## src/rtl/gate_bist.sv

```systemverilog
// Built-in self-test for a 2-input gate: sweeps {dut_a,dut_b} over 00..11 and
// checks dut_y against TRUTH after SETTLE cycles, recording mismatch count and first failure.
//   state | meaning
//   IDLE  | after reset, waiting for start
//   RUN   | applying vectors, settle down-counter running
//   DONE  | results held until next start or reset
module gate_bist #(
  parameter logic [3:0]  TRUTH  = 4'b0001,
  parameter int unsigned SETTLE = 2
) (
  input  logic       clk,
  input  logic       rst,
  input  logic       start,
  output logic       dut_a,
  output logic       dut_b,
  input  logic       dut_y,
  output logic       busy,
  output logic       done,
  output logic       pass,
  output logic [2:0] err_count,
  output logic [1:0] fail_vec,
  output logic       fail_valid
);

  typedef enum logic [1:0] {IDLE, RUN, DONE} state_t;

  localparam logic [3:0] SETTLE_LD = 4'(SETTLE);

  state_t     state, state_nxt;
  logic [1:0] k, k_nxt;
  logic [3:0] cnt, cnt_nxt;
  logic [1:0] ab_nxt;
  logic       busy_nxt, done_nxt, pass_nxt, fval_nxt;
  logic [2:0] err_nxt, err_inc;
  logic [1:0] fv_nxt;
  logic       mismatch;

  always_ff @(posedge clk) begin
    if (rst) begin
      state      <= IDLE;
      k          <= 2'd0;
      cnt        <= 4'd0;
      dut_a      <= 1'b0;
      dut_b      <= 1'b0;
      busy       <= 1'b0;
      done       <= 1'b0;
      pass       <= 1'b0;
      err_count  <= 3'd0;
      fail_vec   <= 2'd0;
      fail_valid <= 1'b0;
    end else begin
      state      <= state_nxt;
      k          <= k_nxt;
      cnt        <= cnt_nxt;
      dut_a      <= ab_nxt[1];
      dut_b      <= ab_nxt[0];
      busy       <= busy_nxt;
      done       <= done_nxt;
      pass       <= pass_nxt;
      err_count  <= err_nxt;
      fail_vec   <= fv_nxt;
      fail_valid <= fval_nxt;
    end
  end

  always_comb begin
    state_nxt = state;
    k_nxt     = k;
    cnt_nxt   = cnt;
    ab_nxt    = {dut_a, dut_b};
    busy_nxt  = busy;
    done_nxt  = done;
    pass_nxt  = pass;
    err_nxt   = err_count;
    fv_nxt    = fail_vec;
    fval_nxt  = fail_valid;
    mismatch  = 1'b0;
    err_inc   = err_count;

    case (state)
      IDLE, DONE: begin
        if (start) begin
          state_nxt = RUN;
          busy_nxt  = 1'b1;
          done_nxt  = 1'b0;
          pass_nxt  = 1'b0;
          err_nxt   = 3'd0;
          fv_nxt    = 2'd0;
          fval_nxt  = 1'b0;
          k_nxt     = 2'd0;
          ab_nxt    = 2'b00;
          cnt_nxt   = SETTLE_LD;
        end
      end
      RUN: begin
        if (cnt != 4'd0) begin
          cnt_nxt = cnt - 4'd1;
        end else begin
          // X on dut_y is treated as a failure
          mismatch = (dut_y !== TRUTH[k]);
          if (mismatch) begin
            err_inc = (err_count == 3'd4) ? err_count : err_count + 3'd1;
            if (!fail_valid) begin
              fv_nxt   = k;
              fval_nxt = 1'b1;
            end
          end
          err_nxt = err_inc;
          if (k != 2'd3) begin
            k_nxt   = k + 2'd1;
            ab_nxt  = k + 2'd1;
            cnt_nxt = SETTLE_LD;
          end else begin
            state_nxt = DONE;
            busy_nxt  = 1'b0;
            done_nxt  = 1'b1;
            pass_nxt  = (err_inc == 3'd0);
            ab_nxt    = 2'b00;
            k_nxt     = 2'd0;
          end
        end
      end
      default: state_nxt = IDLE;
    endcase
  end

endmodule

```

## config.mk

```make
export PLATFORM = sky130hd
export DESIGN_NAME = gate_bist
export DESIGN_NICKNAME = d
export VERILOG_FILES = /design/src/rtl/gate_bist.sv
export SDC_FILE = /design/constraint.sdc
export NUM_CORES = 1
export LEC_CHECK = 0
export ABC_AREA = 1
export CORE_MARGIN = 5
export CORE_UTILIZATION = 55
export DETAILED_ROUTE_END_ITERATION = 8
export DONT_BUFFER_PORTS = 1
export PLACE_DENSITY = 0.69
export SETUP_SLACK_MARGIN = 0.05
export SLEW_MARGIN = 0
export SYNTH_ARGS = -nofsm -noshare
export SYNTH_HDL_FRONTEND = slang
export SYNTH_SLANG_ARGS = --single-unit
```

## constraint.sdc

```tcl
create_clock -name clk -period 2.2 [get_ports clk]
set_input_delay 0.55 -clock clk [delete_from_list [all_inputs] [get_ports clk]]
set_output_delay 0.55 -clock clk [all_outputs]
set_load 0.01 [all_outputs]
```

Yosys cells after proc, flatten, opt, wreduce, memory -nomap -nowiden
Index checks and enable logic that the tools add are counted.
{"block": "classes", "n_mux": 39, "n_reduce_logical": 11, "add_sub_neg": 3, "n_lt_le_gt_ge": 1, "eq_ne": 11}
{"cell": "$mux 2", "n": 9}
{"cell": "$mux 3", "n": 6}
{"cell": "$mux 4", "n": 3}
{"cell": "$ne 2x2->1 const B", "n": 6}
{"cell": "$pmux 2 s2", "n": 3}
{"cell": "$mux 1", "n": 11}
{"cell": "$reduce_and 3->1", "n": 3}
{"cell": "$pmux 1 s2", "n": 4}
{"cell": "$pmux 4 s2", "n": 1}
{"cell": "$reduce_and 4->1", "n": 2}
{"cell": "$pmux 3 s2", "n": 1}
{"cell": "$reduce_and 5->1", "n": 1}
{"cell": "$reduce_bool 4->1", "n": 1}
{"cell": "$sub 4x1->4 const B", "n": 1}
{"cell": "$add 3x1->3 const B", "n": 1}
{"cell": "$eq 3x3->1 const B", "n": 1}
{"cell": "$logic_not 3->1", "n": 1}
{"cell": "$lt 2x3->1 const B", "n": 1}
{"cell": "$ne 3x3->1 const B", "n": 1}
{"cell": "$add 2x1->2 const B", "n": 1}
{"cell": "$bmux 1 s2", "n": 1}
{"cell": "$eq 2x1->1 const B", "n": 1}
{"cell": "$eq 2x2->1 const B", "n": 1}
{"cell": "$logic_not 2->1", "n": 1}
{"cell": "other kinds (3)", "n": 3}
{"block": "word_totals", "out_inout_bits": 11, "ff_bits": 19}

Depth between registers and ports, before layout
Gate-level depths: netlist of the first run.
{"block": "depth", "word_depth": 10, "depth_mapped": 11, "mapped_depth_nobuf": 11}

Worst setup path before layout of the first run
Ideal clock, no wire load.
{"block": "synth_timing", "path_kind": "flip-flop to flip-flop", "from": "register k[0]", "to": "register pass", "setup_time_ps": 112, "stages_incl_launch_ff": 11, "t_arrival_ps": 1226, "slack_ps": 861, "t_required_ps": 2088, "n_path_buf": 0, "cell_sequence": "dfxtp_1 inv_1 ha_1 inv_1 nand2_1 nand2_1 nand2_1 o21ai_0 nor2_1 nand2_1 nand2_1"}
{"block": "synth_via", "elab_chain_len": 10, "elab_cells_between_ends": 13, "cone_classes": "eq/ne (3); mux (8); reduce/logical (2)"}
{"element": "from (decl)", "line_no": "30", "source": "logic [1:0] k, k_nxt;"}
{"element": "from (signal assigned)", "line_no": "53", "source": "k <= k_nxt;"}
{"element": "$bmux 1 s2", "line_no": "100", "source": "mismatch = (dut_y !== TRUTH[k]);"}
{"element": "$mux 1 (not written as such)", "line_no": "100"}
{"element": "$nex 1x1->1", "line_no": "100"}
{"element": "$mux 3", "line_no": "101", "source": "if (mismatch) begin"}
{"element": "$mux 3", "line_no": "96", "source": "if (cnt != 4'd0) begin"}
{"element": "$mux 3", "line_no": "80", "source": "case (state)"}
{"element": "$logic_not 3->1", "line_no": "117", "source": "pass_nxt = (err_inc == 3'd0);"}
{"element": "$mux 1", "line_no": "109", "source": "if (k != 2'd3) begin"}
{"element": "$mux 1", "line_no": "96"}
{"element": "$pmux 1 s2", "line_no": "80"}
{"element": "to (signal assigned)", "line_no": "59", "source": "pass <= pass_nxt;"}
{"element": "to (decl)", "line_no": "19", "source": "output logic pass,"}
Several ways; a longest one is shown, not always the timed one. The select of a mux whose other input is x is not followed.
A chain may end at the register's enable or synchronous reset.

Final worst setup path of the first run
Same ends and word-level chain as after synthesis.

==> results of run 1 <==
==> cell families after synthesis <==
logic type	after synthesis	share of synthesized area, %
xor+xnor	1	0.9751
fa+ha+maj	6	8.356
compound gates	23	14.21
flops	17	37.88
simple gates	62	31.06
buf+inv	18	7.520
==> through the flow <==
step	worst slack, ns	hold WS (ns)
floorplan	0.8614	0.4394
global placement	0.7145	0.4424
detailed placement	0.6756	0.4458
CTS	0.6625	0.3116
global route	0.4729	0.2894
finish	0.6533	0.3156
==> path summary, 6_finish.rpt <==
path / startpoint / to / slack, ns / depth (start not counted)
worst max-delay path: k[0] / pass / 0.65 / 10
worst min register to register: cnt[0] / cnt[0] / 0.46 / 2
worst max register to register: k[0] / pass / 0.65 / 10
worst min-delay path: rst / err_count[0] / 0.32 / 1
==> state kept, by name (all words and copies together) (netlist names) <==
| signal | flops |
|---|---|
| busy | 1 |
| cnt | 4 |
| done | 1 |
| dut_a | 1 |
| err_count | 3 |
| fail_valid | 1 |
| fail_vec | 2 |
| k | 1 |
| pass | 1 |
| state | 2 |
==> where the power goes <==
group	switching, mW	leakage, nW	internal [mW]
clock	0.0933	0.0150	0.0705
combinational	0.0827	0.270	0.0451
sequential	0.0221	0.139	0.325
==> layout by cell type (no fill, tap or decap), drive strengths merged <==
cell / count
o21ai: 6
nor2: 8
xor2: 1
o41ai: 1
inv: 17
nand3: 10
nand2: 43
nand3b: 1
clkbuf: 4
ha: 6
o211ai: 1
a21oi: 14
dfxtp: 17
o21bai: 1
==> routing by layer <==
layer / wire [um] / global-route usage (%) / vias up
met5: 0 / 0 / -
met4: 0 / 2.553 / 0
met3: 160 / 6.509 / 0
li1: - / - / 411
met1: 865 / 22.94 / 342
met2: 791 / 22.80 / 27
==> area by class of cell <==
| class | instances | share of cell area (%) |
|---|---|---|
| clock buffer | 4 | 2.793 |
| inverter | 17 | 6.782 |
| multi-input combinational | 92 | 52.13 |
| sequential | 17 | 36.17 |
| tap | 16 | 2.128 |
==> impl_metrics.toml, run 1 <==
[finish]
area_growth_pct = 4.735
antenna_cells = 0
nFillCells = 151
layout-drive-gt1-share_pct = 7.692
fin_area_um2 = 940.9
seqCellArea_um2 = 340.3
multi_input_area_um2 = 490.5
stdcell_count = 146
nets = 141
utilization_pct = 61.74

[routing]
drt-vias-per-instance = 5.342
dr.pass1.iters = 4
antenna_left = 0
drt_iter0_drc = 40
via_count = 780
routedWlPerCell_um = 12.45
drcViolationCount = 0
drt_wl_total_mm = 1.817

[sta]
fmax_mhz = 646.5
hold_violations = 0
fin_crit_sh_pct = 70.31
slew-limit-headroom_pct = 82.23
maxSlewViolCount = 0
fin_skew_ns = 0.005486
fin_tns_setup_ns = 0
setup_viol = 0
rsz0062_at_grt = "false"
finalCriticalPeriod_ns = 1.547
tightest_slew_ns = 0.2661

[placement]
dp_cells = 142
place_hpwl_mm = 1.388
gp_congestion = 0.8393
dpl_cell_area_um2 = 914.6
io_buffer_count = 0

[floorplan]
rows = 14
die_w_um = 50.42
coreArea_um2 = 1524
io_pins = 15
fp.dieH_um = 50.42
die_area_um2 = 2542
initial_core_util_pct = 58.95

[global_route]
grt_max_degree = 12
first_global_vias = 693
grt_use_total_pct = 15.99
grt_remaining_overflow = 0
antenna_found_initial = 0
grt_pass1_wl_mm = 3.201

[critical_path]
critical-path-top-delay-family = "simple AND/OR/NAND/NOR gates"
crit_arrival_ns = 1.74
critical_path_required_ns = 2.39
cpMaxStageDelayCell = "dfxtp_1"
crit_type = "reg2reg"
crit_path_frequent_cell = "nand2_1"
endpoint_kind = "flop"
path_buf_inv = 2
critPathMaxFanout = 7
start_kind = "flop"
path_cells = "inv_1 > ha_1 > inv_1 > nand2_1 > nand2_1 > nand2_1 > o21ai_0 > nor2_1 > nand2_1 > nand2_1"
crit_path_max_incr_delay_ns = 0.48

[logic_synthesis]
synth.distinct_cells = 20
synthArstFlopShare_pct = 0
yosys-top-cells-count = "nand2_1 (42), dfxtp_1 (17), inv_1 (16)"
yosysMostFrequentCell = "nand2_1"
synth_area_leaders = "dfxtp_1 (38%), nand2_1 (18%), ha_1 (8.4%)"
yosys_most_used_dff = "dfxtp_1"
synth_seq_cells = 17
syn_area_per_cell_um2 = 7.074
syn-instance-count = 127
yosysTopAreaCell = "dfxtp_1"
netlist_area_um2 = 898.4
syn_nets = 137
synth_top_cell_area_share_pct = 37.88
yosysWarnings = 0
synth_edf_count = 0
seq_area_frac_synth_pct = 37.88

[power]
power_mw = 0.6383
power_density_nw_per_um2 = 678.4
ir_worst_vdd_mv = 0.3482
leakage_nw = 0.4232

[run_status]
status = "finished clean"

[clock_tree]
cts_setup_buffers = 0
cts_resized = 0
cts_buffers = 3
htree_levels = 1
clock_sinks = 17
cts-root-buf = "clkbuf_4"
clkLatencyLatePin_ns = 0.29
cts_tree = "yes"
cts.path.max_buffers = 2
cts-hold-fix-buffers = 0
clk_pin_slew_ns = 0.10

[job]
cap_viol_max_count = 0

[min_path]
hold_path.class = "in2reg"
(Power assumes the default switching activity.)
==> run 2, diff against run 1 <==
--- a/config.mk
+++ b/config.mk
@@ -5,7 +5,7 @@
 export SDC_FILE = /design/constraint.sdc
 export NUM_CORES = 1
 export LEC_CHECK = 0
-export ABC_AREA = 1
+export ABC_AREA = 0
 export CORE_MARGIN = 5
 export CORE_UTILIZATION = 55
 export DETAILED_ROUTE_END_ITERATION = 8
==> constraint.sdc (replaced) <==
create_clock -name clk -period 1.5 [get_ports clk]
set_input_delay 0.375 -clock clk [delete_from_list [all_inputs] [get_ports clk]]
set_output_delay 0.375 -clock clk [all_outputs]
set_load 0.01 [all_outputs]
==> impl_metrics.toml, run 2 <==
[logic_synthesis]
synth_compound_area_share_pct = 18.31
synth.distinct_cells = 39
netlist_area_um2 = 915.9
synth-simple-area-share_pct = 25.68
synthArstFlopShare_pct = 0
syn-instance-count = 102
synth_top_cell_area_share_pct = 37.16
synth_edf_count = 0
yosysMostFrequentCell = "dfxtp_1"
yosysTopAreaCell = "dfxtp_1"
syn_area_per_cell_um2 = 8.979
synth.area.mux_share_pct = 2.459
yosys-top-cells-count = "dfxtp_1 (17), a21oi_1 (12), inv_1 (7)"
synth_seq_cells = 17
seq_area_frac_synth_pct = 37.16
synth_fa_ha_area_share_pct = 8.197
synth_area_leaders = "dfxtp_1 (37%), ha_1 (8.2%), a21oi_1 (6.6%)"
yosys_most_used_dff = "dfxtp_1"
synth_top_family_by_area = "simple AND/OR/NAND/NOR gates"
syn_nets = 112
yosysWarnings = 0
yosys.area_share.xor_xnor_pct = 3.689

[run_status]
status = "finished clean"

[clock_tree]
cts-root-buf = "clkbuf_4"
cts-hold-fix-buffers = 0
cts_tree = "yes"
clk_pin_slew_ns = 0.09
cts.path.max_buffers = 2
htree_levels = 1
clkLatencyLatePin_ns = 0.29
clock_sinks = 17
cts_buffers = 3

[finish]
largest_reg_flops = 4
layout-drive-gt1-share_pct = 45.45
fin_area_um2 = 1205
area_growth_pct = 31.56
stdcell_count = 137
nets = 132
nFillCells = 102
layout_common_cells = "buf_4 (16), dfxtp_1 (12), a21oi_2 (7)"
top_regs = "cnt: 4 flops, err_count: 3 flops"
regMostFlops = "cnt"
mostFrequentLayoutCell = "buf_4"
antenna_cells = 0

[critical_path]
crit_path_end = "fail_vec[1]"
r2r_end = "fail_vec[1]"
critPathMaxFanout = 3
critical_path_required_ns = 1.69
crit_type = "reg2reg"
rr_startpoint = "cnt[1]"
reg2reg_depth = 6
start_kind = "flop"
crit_arrival_ns = 1.68
endpoint_kind = "flop"
startpoint = "cnt[1]"
reg2reg_slack_ns = 0.007

[global_route]
grt_max_degree = 16
grt_pass1_wl_mm = 3.415
first_global_vias = 736
grt_use_total_pct = 16.88
grt_remaining_overflow = 0
antenna_found_initial = 0

[routing]
routedWlPerCell_um = 15.30
via_count = 810
drcViolationCount = 0
drt-vias-per-instance = 5.912
drt_iter0_drc = 16
met2_length_um = 992
antenna_left = 0
drt-met1-wl_um = 942
dr.pass1.iters = 4
maxUsedRoutingLayer = "met4"
drt_wl_total_mm = 2.096
dr_wl_met3_um = 134

[placement]
pre_cts_slack_ns = -0.005887
io_buffer_count = 0
place_hpwl_mm = 1.537
dpl_cell_area_um2 = 1074
gp_congestion = 0.8103
dp_cells = 128

[floorplan]
fp.dieH_um = 50.81
rows = 14
io_pins = 15
die_area_um2 = 2581
die_w_um = 50.81
initial_core_util_pct = 59.42
coreArea_um2 = 1541

[sta]
tightest_slew_ns = 0.4097
slew-limit-headroom_pct = 72.69
fin_crit_sh_pct = 99.55
hold_violations = 0
rsz0062_at_grt = "true"
fin_skew_ns = 0.001860
finalCriticalPeriod_ns = 1.493
maxSlewViolCount = 0
fin_hold_ws_ns = 0.1274
fin_ws_ns = 0.006750
fmax_mhz = 669.7
setup_viol = 0

[power]
ir_worst_vdd_mv = 0.5764
leakage_nw = 0.4507
power_density_nw_per_um2 = 880.0

[min_path]
hold_path.class = "in2reg"

[job]
cap_viol_max_count = 0
## run 2: area by class of cell
cell class              instances  area, um2  share of cell area [%]
clock buffers                   4      26.28                   2.181
inverters                       7      28.78                   2.388
multi-input cells              76      644.4                   53.48
flip-flops and latches         17      354.1                   29.39
well taps                      16      20.02                   1.661
repair buffers                 17      131.4                   10.90
## run 2: stage by stage
step	util, %	setup TNS [ns]	total power [mW]
after floorplan	-	0	0.7028
after global placement	69.64	0	0.7615
after detailed placement	69.64	-0.005887	0.7701
after CTS	72.32	0	1.019
after global routing	78.17	-0.1988	1.127
final	78.17	0	1.060
## run 2: cells by family (layout without fill, tap and decap cells)
family / after synthesis / count (layout)
simple gates: 39 / 39
mux: 1 / 1
fa+ha+maj: 6 / 6
xor+xnor: 3 / 3
buf+inv: 9 / 28
compound gates: 27 / 27
flops: 17 / 17
## run 2: worst min path at each step
stage            from      endpoint  slack [ns]  depth (start not counted)
2_1_floorplan  cnt[1]        cnt[1]        0.48                          2
3_3_place_gp      rst  err_count[0]        0.44                          1
3_5_place_dp      rst  err_count[0]        0.44                          1
4_1_cts           rst  err_count[0]        0.13                          1
5_1_grt           rst  err_count[0]        0.11                          1
6_report          rst         dut_a        0.13                          1
## run 2: critical path, stage by stage, from the launching register on
cell and delay, ns:
dfxtp_2 0.33, inv_2 0.07, ha_4 0.13, or3b_4 0.43
o21ai_4 0.17, a21oi_2 0.08, a22o_1 0.20
## run 2: metal layers
| layer | GRT usage, % | vias to the layer above |
|---|---|---|
| met5 | 0 | - |
| met4 | 6.383 | 0 |
| met3 | 5.325 | 4 |
| met2 | 26.24 | 23 |
| met1 | 21.61 | 375 |
| li1 | - | 408 |
## run 2: what timing repair did
item,in CTS,in global routing
pin swaps,3,6
resized for setup,4,17
buffers inserted,0,5
setup endpoints to repair,7,11
## run 2: power by group
| part | internal (mW) | leakage, nW | total (mW) | switching, mW |
|---|---|---|---|---|
| combinational | 0.157 | 0.294 | 0.323 | 0.166 |
| clock | 0.103 | 0.0150 | 0.243 | 0.140 |
| sequential | 0.472 | 0.141 | 0.494 | 0.0217 |
